[config.mk]
export PLATFORM = sky130hd
export DESIGN_NAME = edge_thresh_stats
export DESIGN_NICKNAME = d
export VERILOG_FILES = /design/src/rtl/edge_thresh_stats.sv
export SDC_FILE = /design/constraint.sdc
export NUM_CORES = 1
export LEC_CHECK = 0
export CAP_MARGIN = 10
export CORE_ASPECT_RATIO = 0.8
export CORE_MARGIN = 8
export CORE_UTILIZATION = 40
export DETAILED_ROUTE_END_ITERATION = 8
export DONT_BUFFER_PORTS = 1
export GPL_TIMING_DRIVEN = 1
export PLACE_DENSITY = 0.54
export SLEW_MARGIN = 20
export SYNTH_ARGS = -nofsm -noshare
export SYNTH_HDL_FRONTEND = slang
export SYNTH_SLANG_ARGS = --single-unit
[constraint.sdc]
create_clock -name clk -period 16.3 [get_ports clk]
set_input_delay 1.63 -clock clk [delete_from_list [all_inputs] [get_ports clk]]
set_output_delay 1.63 -clock clk [all_outputs]
set_load 0.005 [all_outputs]
[src/rtl/edge_thresh_stats.sv]
// Thresholds Sobel magnitude beats into a binary edge mask (border forced to 0)
// and reports the per-frame edge-pixel count through a two-stage pipeline.
module edge_thresh_stats #(
  parameter int unsigned PIXELS_PER_BEAT = 16,
  parameter int unsigned IMAGE_DIM       = 512,
  parameter int unsigned DATA_WIDTH      = 8 * PIXELS_PER_BEAT
) (
  input  logic                          clk,
  input  logic                          reset,
  input  logic                          stall,
  input  logic                          in_valid,
  input  logic [DATA_WIDTH-1:0]         inp_frame,
  input  logic [7:0]                    threshold,
  output logic [DATA_WIDTH-1:0]         out_frame,
  output logic                          out_valid,
  output logic                          out_sof,
  output logic                          out_eol,
  output logic [2*$clog2(IMAGE_DIM):0]  edge_count,
  output logic                          count_valid
);

  localparam int unsigned COLS  = IMAGE_DIM / PIXELS_PER_BEAT;
  localparam int unsigned COL_W = (COLS > 1) ? $clog2(COLS) : 1;
  localparam int unsigned ROW_W = $clog2(IMAGE_DIM);
  localparam int unsigned POP_W = $clog2(PIXELS_PER_BEAT) + 1;
  localparam int unsigned CNT_W = 2 * $clog2(IMAGE_DIM) + 1;

  logic [COL_W-1:0]      r_col;
  logic [ROW_W-1:0]      r_row;
  logic [7:0]            r_thr;
  logic [DATA_WIDTH-1:0] r_out_frame;
  logic                  r_out_valid;
  logic                  r_out_sof;
  logic                  r_out_eol;
  logic [POP_W-1:0]      r_pop;
  logic                  r_last;
  logic [CNT_W-1:0]      r_accum;
  logic [CNT_W-1:0]      r_edge_count;
  logic                  r_count_valid;

  logic                  w_acc;
  logic                  w_first;
  logic                  w_col_last;
  logic                  w_row_last;
  logic                  w_row_border;
  logic [7:0]            w_thr;
  logic [7:0]            w_pix;
  logic                  w_border;
  logic [DATA_WIDTH-1:0] w_mask;
  logic [POP_W-1:0]      w_pop;

  assign w_acc        = in_valid && !stall;
  assign w_first      = (r_row == '0) && (r_col == '0);
  assign w_col_last   = (r_col == COL_W'(COLS - 1));
  assign w_row_last   = (r_row == ROW_W'(IMAGE_DIM - 1));
  assign w_row_border = (r_row == '0) || w_row_last;
  // The first beat of a frame must already see the new threshold, before it is latched.
  assign w_thr        = w_first ? threshold : r_thr;

  // Per-pixel compare; pixel 0 is the leftmost pixel in the MSB byte.
  always_comb begin
    w_mask   = '0;
    w_pop    = '0;
    w_pix    = '0;
    w_border = 1'b0;
    for (int p = 0; p < int'(PIXELS_PER_BEAT); p++) begin
      w_pix    = inp_frame[(int'(PIXELS_PER_BEAT) - 1 - p) * 8 +: 8];
      w_border = w_row_border
              || ((r_col == '0) && (p == 0))
              || (w_col_last && (p == int'(PIXELS_PER_BEAT) - 1));
      if (!w_border && (w_pix > w_thr)) begin
        w_mask[(int'(PIXELS_PER_BEAT) - 1 - p) * 8 +: 8] = 8'hFF;
        w_pop = w_pop + POP_W'(1);
      end
    end
  end

  // Frame position and per-frame threshold latch.
  always_ff @(posedge clk) begin
    if (reset) begin
      r_col <= '0;
      r_row <= '0;
      r_thr <= '0;
    end else if (w_acc) begin
      if (w_first) r_thr <= threshold;
      if (w_col_last) begin
        r_col <= '0;
        r_row <= w_row_last ? '0 : r_row + ROW_W'(1);
      end else begin
        r_col <= r_col + COL_W'(1);
      end
    end
  end

  // Stage 1: mask, flags and beat popcount.
  always_ff @(posedge clk) begin
    if (reset) begin
      r_out_frame <= '0;
      r_out_valid <= 1'b0;
      r_out_sof   <= 1'b0;
      r_out_eol   <= 1'b0;
      r_pop       <= '0;
      r_last      <= 1'b0;
    end else if (!stall) begin
      r_out_frame <= w_mask;
      r_out_valid <= in_valid;
      r_out_sof   <= in_valid && w_first;
      r_out_eol   <= in_valid && w_col_last;
      r_pop       <= w_pop;
      r_last      <= in_valid && w_col_last && w_row_last;
    end
  end

  // Stage 2: frame accumulation and count publish.
  always_ff @(posedge clk) begin
    if (reset) begin
      r_accum       <= '0;
      r_edge_count  <= '0;
      r_count_valid <= 1'b0;
    end else if (!stall) begin
      r_count_valid <= 1'b0;
      if (r_out_valid) begin
        if (r_last) begin
          r_edge_count  <= r_accum + CNT_W'(r_pop);
          r_accum       <= '0;
          r_count_valid <= 1'b1;
        end else begin
          r_accum <= r_accum + CNT_W'(r_pop);
        end
      end
    end
  end

  assign out_frame   = r_out_frame;
  assign out_valid   = r_out_valid;
  assign out_sof     = r_out_sof;
  assign out_eol     = r_out_eol;
  assign edge_count  = r_edge_count;
  assign count_valid = r_count_valid;

endmodule
Word-level counts from Yosys, hierarchy flattened:

Index checks and enable logic that the tools add are counted.

* flip-flop bits (word level): 198
* input bits: 140
* output and inout bits: 151
* logic and storage cells: 120

* add/sub/neg operators: 18
* order comparisons: 16
* equality and inequality tests: 2
* mux-type cells: 38
* bitwise logic cells: 1
* reductions and logical operators: 33

Operator list (number)
* $mux W8: 17
* $gt A8 B8 Y1: 16
* $mux W5: 16
* $add A5 B1 Y5 const B: 15
* $logic_and A1 B1 Y1: 21
* $add A19 B5 Y19: 1
* $mux W19: 1
* $add A9 B1 Y9 const B: 1
* $eq A9 B9 Y1 const B: 1
* $logic_not A9 Y1: 1
* $mux W9: 1
* $eq A5 B5 Y1 const B: 1
* $logic_not A5 Y1: 1
* $logic_not A1 Y1: 4
* $reduce_and A2 Y1: 2
* $logic_or A1 B1 Y1: 3
* $mux W1: 3
* $reduce_and A3 Y1: 1
* $add A1 B1 Y2 const B: 1
* $not A1 Y1: 1

Depth between registers and ports, before layout:

* depth after elaboration: 36
* depth in mapped cells: 57
* gate-level depth less buffers: 55

Worst setup path after synthesis:

No wires, ideal clock.

* path type: register -> register
* start: reg r_col[0]
* end: reg r_pop[4]
* library setup time: 0.079 ns
* data arrival time: 11.287 ns
* required time: 16.221 ns
* slack: 4.934 ns
* cell stages (with the launch flop): 54
* buffers on the path: 2
* clock period less this slack: 11.366 ns
* path through: dfxtp_1 > inv_1 > ha_1 > or4b_4 > buf_6 > nor3_2 > buf_4 > mux2i_1 > ha_1 > a21o_1 > a21o_1 > a211o_1 > a221oi_1 > or3_1 > ha_1 > inv_1 > xnor2_1 > ha_1 > [... 18 more ...] > o31ai_1 > xnor2_1 > a21oi_1 > ha_1 > inv_1 > xnor2_1 > nand2_1 > o21ai_0 > xnor2_1 > mux2_2 > ha_1 > inv_1 > or2_2 > or4b_1 > mux2i_1 > xnor3_1 > xor2_1 > a211oi_2

* word-level cells in the longest chain between the ends: 36
* elaborated cells between the ends (all ways): 71
* those cells by class: add/sub: 15; order compare: 16; eq/ne: 1; mux: 17; reduce/logical: 22

RTL lines
* start, declared: RTL line 28 `logic [COL_W-1:0] r_col;`
* start signal, assigned: RTL line 90 `r_col <= r_col + COL_W'(1);`
* $logic_not A5 Y1
* $logic_and A1 B1 Y1: RTL line 53 `assign w_first = (r_row == '0) && (r_col == '0);`
* $mux W8
* $gt A8 B8 Y1: RTL line 71 `if (!w_border && (w_pix > w_thr)) begin`
* $logic_and A1 B1 Y1: RTL line 71
* $mux W1: RTL line 71
* $add A1 B1 Y2: RTL line 73 `w_pop = w_pop + POP_W'(1);`
* $mux W5: RTL line 71
* [... 20 more ...]
* $add A5 B1 Y5: RTL line 73
* $mux W5: RTL line 71
* $add A5 B1 Y5: RTL line 73
* $mux W5: RTL line 71
* $add A5 B1 Y5: RTL line 73
* $mux W5: RTL line 71
* $add A5 B1 Y5: RTL line 73
* $mux W5 (*): RTL line 71
* end signal, assigned: RTL line 109 `r_pop <= w_pop;`
* end, declared: RTL line 35 `logic [POP_W-1:0] r_pop;`

Every way passes the cells marked *; elsewhere a longest branch is shown, timed or not.
A chain may end at the register's enable or synchronous reset.

Final worst setup path:

Same ends and word-level chain as after synthesis.

==> reports/metrics.yaml <==
status: "completed"
ys_seq_elements: 86
tns_ns: 0
drv_cap: 0
report.final.setup_viol: 0
clk_path_buf_depth: 2
grt_max_degree: 81
tightest_slew_ns: 0.980
post_drt_via_cell_ratio: 5.70
synth_cell_types: 98
port_buffers: 0
cts_tree: "done"
max_stage_delay_ns: 0.58
htreeDepth: 3
vias: 8184
crit_slowest_cell: "or4b_4"
die_area_um2: 30200
synth-edff-count: 0
post-cts-setup-buffers: 0
antenna_found_initial: 0
netlist_area_um2: 9930
fmax_mhz: 81.5
whs_endpoint: "r_thr[0]$_SDFFE_PP0P_"
p_sw_share_pct: 30.1
reg2reg_slack_ns: 4.03
clk_pin_slew_ns: 0.07
ios: 291
dpl.hpwl_um: 21800
coreArea_um2: 24400
hold_buffers: 0
slew_headroom_pct: 33.9
hold_class: "register to register"
hold_path_depth: 2
fin_skew_ns: 0.0146
rr_worst_depth: 53
grt_usage_pct: 18.3
wl_per_cell_um: 19.5
r2r_end: "r_pop[4]$_SDFFE_PP0N_"
totalWireLength_um: 28000
hp-start: "r_thr[0]$_SDFFE_PP0P_"
cts_made_buffers: 9
n_antenna_cell: 0
routabilityCongestion: 0.853
hold_viol: 0
p_per_area_nw_per_um2: 58.1
worstPathMaxFanout: 16
ys.warnings.count: 0
first_pass_iters: 5
routed-wl-met2_um: 12400
rr_startpoint: "r_col[0]$_SDFFE_PP0P_"
pwr-share-seq_pct: 38.2
dr_wl_met3_um: 2040
drcViolationCount: 0
cts_resized: 0
die_h_um: 157
startpoint: "r_col[0]$_SDFFE_PP0P_"
pwr-share-clk_pct: 38.5
ant_nets: 0
synthesis.nets: 1518
p_leak_nw: 3.93
finish.net_count: 1376
start_util_pct: 40.8
crit_arrival_ns: 12.54
area_growth_pct: -3.05
rsz0062_at_grt: "false"
worst-setup-path-type: "register to register"
rows: 51
die_x_um: 192
finalPower_uw: 560
cp_common_cell: "ha_1"
overflow: 0
drive_gt1_share_pct: 7.24
critPathCaptureType: "register"
required_ns: 16.57
p_int_uw: 391
critical_path.startpoint_type: "register"
avgSynthCellArea_um2: 7.91
clock_latency_ns: 0.35
finalCritPeriodShare_pct: 75.3
ir_drop_mv: 0.0461
synth-main-ff-cell: "dfxtp_1"
clock-root-buffer: "clkbuf_16"
netlist_instances: 1256
wl_met1_um: 13300
cts.sinks: 86
grt_pass1_wl_um: 44100
async_flop_share_pct: 0
power_switching_uw: 169
drt_iter0_markers: 416
period_needed_ns: 12.27
grt_pass1_vias: 7936
p_comb_share_pct: 23.2
finalMaxSlewViolations: 0
ys_seq_area_share_pct: 17.3
highest_layer: "met4"
## registers in the layout, summed over array words and instances, names as in the netlist
register / count
count_valid: 1
edge_count: 19
out_eol: 1
out_frame: 16
out_sof: 1
out_valid: 1
r_accum: 19
r_col: 5
r_last: 1
r_pop: 5
r_row: 9
r_thr: 8
## power groups by stage
stage          Sequential, mW  Combinational, mW  Clock [mW]
3_5_place_dp            0.219              0.129           0
3_3_place_gp            0.219              0.126           0
5_1_grt                 0.214              0.148       0.234
4_1_cts                 0.214              0.130       0.225
2_1_floorplan           0.217              0.104           0
6_report                0.214              0.130       0.216
## synthesized netlist by cell type, types with 4 or more instances
library cell    n  area share (%)
maj3_1         10             1.0
o21a_1          5            0.38
a21boi_0        4            0.30
ha_1          121              15
xnor2_2         4            0.65
or3_1           5            0.31
buf_2           9            0.45
o221ai_1        4            0.35
xor2_1         26             2.3
dfxtp_1        86              17
o21ai_0        47             2.4
buf_6           8            0.91
o31ai_1         4            0.30
nor2b_1        19             1.2
nor2_1        115             4.3
a311oi_1        5            0.44
nor3_1         16            0.81
a31oi_1        13            0.82
buf_4         115             8.7
a21oi_1       103             5.2
a22oi_1         4            0.30
a21o_1         22             1.7
nand3b_1        6            0.45
nand4_1        16             1.0
o211ai_1        5            0.38
nand3_1        32             1.6
o211a_1         6            0.60
mux2i_1        19             1.9
nand2_1       116             4.4
a211oi_1       21             1.6
and3_1         22             1.4
nor4_1          6            0.38
xnor2_1        61             5.4
xnor3_1         4            0.91
nand2b_1        6            0.38
and4_1         10            0.88
mux2_2          6            0.68
inv_1          48             1.8
clkbuf_1       34             1.3
## metrics by stage
stage | setup slack (ns) | area (um2) | cells | utilization, % | hold slack [ns]
after global routing | 3.28 | 9630 | 1437 | 39.5 | 0.487
after detailed placement | 4.15 | 9320 | 1421 | 38.2 | 0.449
after global placement | 4.44 | 9320 | 1421 | 38.2 | 0.437
after floorplan | 4.93 | 9930 | 1256 | - | 0.436
after CTS | 4.12 | 9630 | 1437 | 39.5 | 0.458
final | 4.03 | 9630 | 1437 | 39.5 | 0.459
## cells in the final DEF, fill, tap and decap left out, types with 21 or more instances in the layout
master | netlist | final
ha_1 | 121 | 121
nand2_1 | 116 | 116
nor2_1 | 115 | 115
a21oi_1 | 103 | 103
dfxtp_1 | 86 | 86
xnor2_1 | 61 | 61
inv_1 | 48 | 48
o21ai_0 | 47 | 47
nand3_1 | 32 | 32
xor2_1 | 26 | 26
and3_1 | 22 | 22
a21o_1 | 22 | 22
a211oi_1 | 21 | 21
## worst max path at each step
stage | end | cells after the start
5_1_grt | r_pop[4]$_SDFFE_PP0N_ | 52
6_report | r_pop[4]$_SDFFE_PP0N_ | 53
3_5_place_dp | r_pop[4]$_SDFFE_PP0N_ | 53
4_1_cts | r_pop[4]$_SDFFE_PP0N_ | 52
3_3_place_gp | r_pop[4]$_SDFFE_PP0N_ | 53
2_1_floorplan | r_pop[4]$_SDFFE_PP0N_ | 53
## routing by layer
| metal | vias to the layer above | GRT usage [%] |
|---|---|---|
| li1 | 4109 | - |
| met1 | 3833 | 24.5 |
| met2 | 218 | 29.0 |
| met3 | 24 | 5.09 |
| met4 | 0 | 3.59 |
| met5 | - | 0 |
## layout make-up
class / instances / area, um2
Fill cell: 2546 / 14700
Multi-Input combinational cell: 953 / 6910
Sequential cell: 86 / 1720
Tap cell: 318 / 398
Clock buffer: 10 / 239
Inverter: 51 / 194
Timing Repair Buffer: 13 / 97.6
Clock inverter: 6 / 68.8
## cell families (layout without fill, tap and decap cells)
kind of cell | after synthesis | after routing | share of synthesized area [%]
compound gates | 294 | 294 | 19.8
xor+xnor | 98 | 98 | 10.0
fa+ha+maj | 132 | 132 | 16.4
buf+inv | 217 | 80 | 13.3
flops | 86 | 86 | 17.3
mux | 25 | 25 | 2.59
simple gates | 404 | 404 | 20.5
## worst max-delay path: cells and delay by family, from the launching register on
kind,cells,cell delay [ns]
xor+xnor,7,1.37
compound gates,12,2.20
buf+inv,7,1.02
simple gates,8,2.46
flops,1,0.35
mux,8,1.74
fa+ha+maj,11,3.04
No activity file was read; power rests on OpenSTA's default activity.
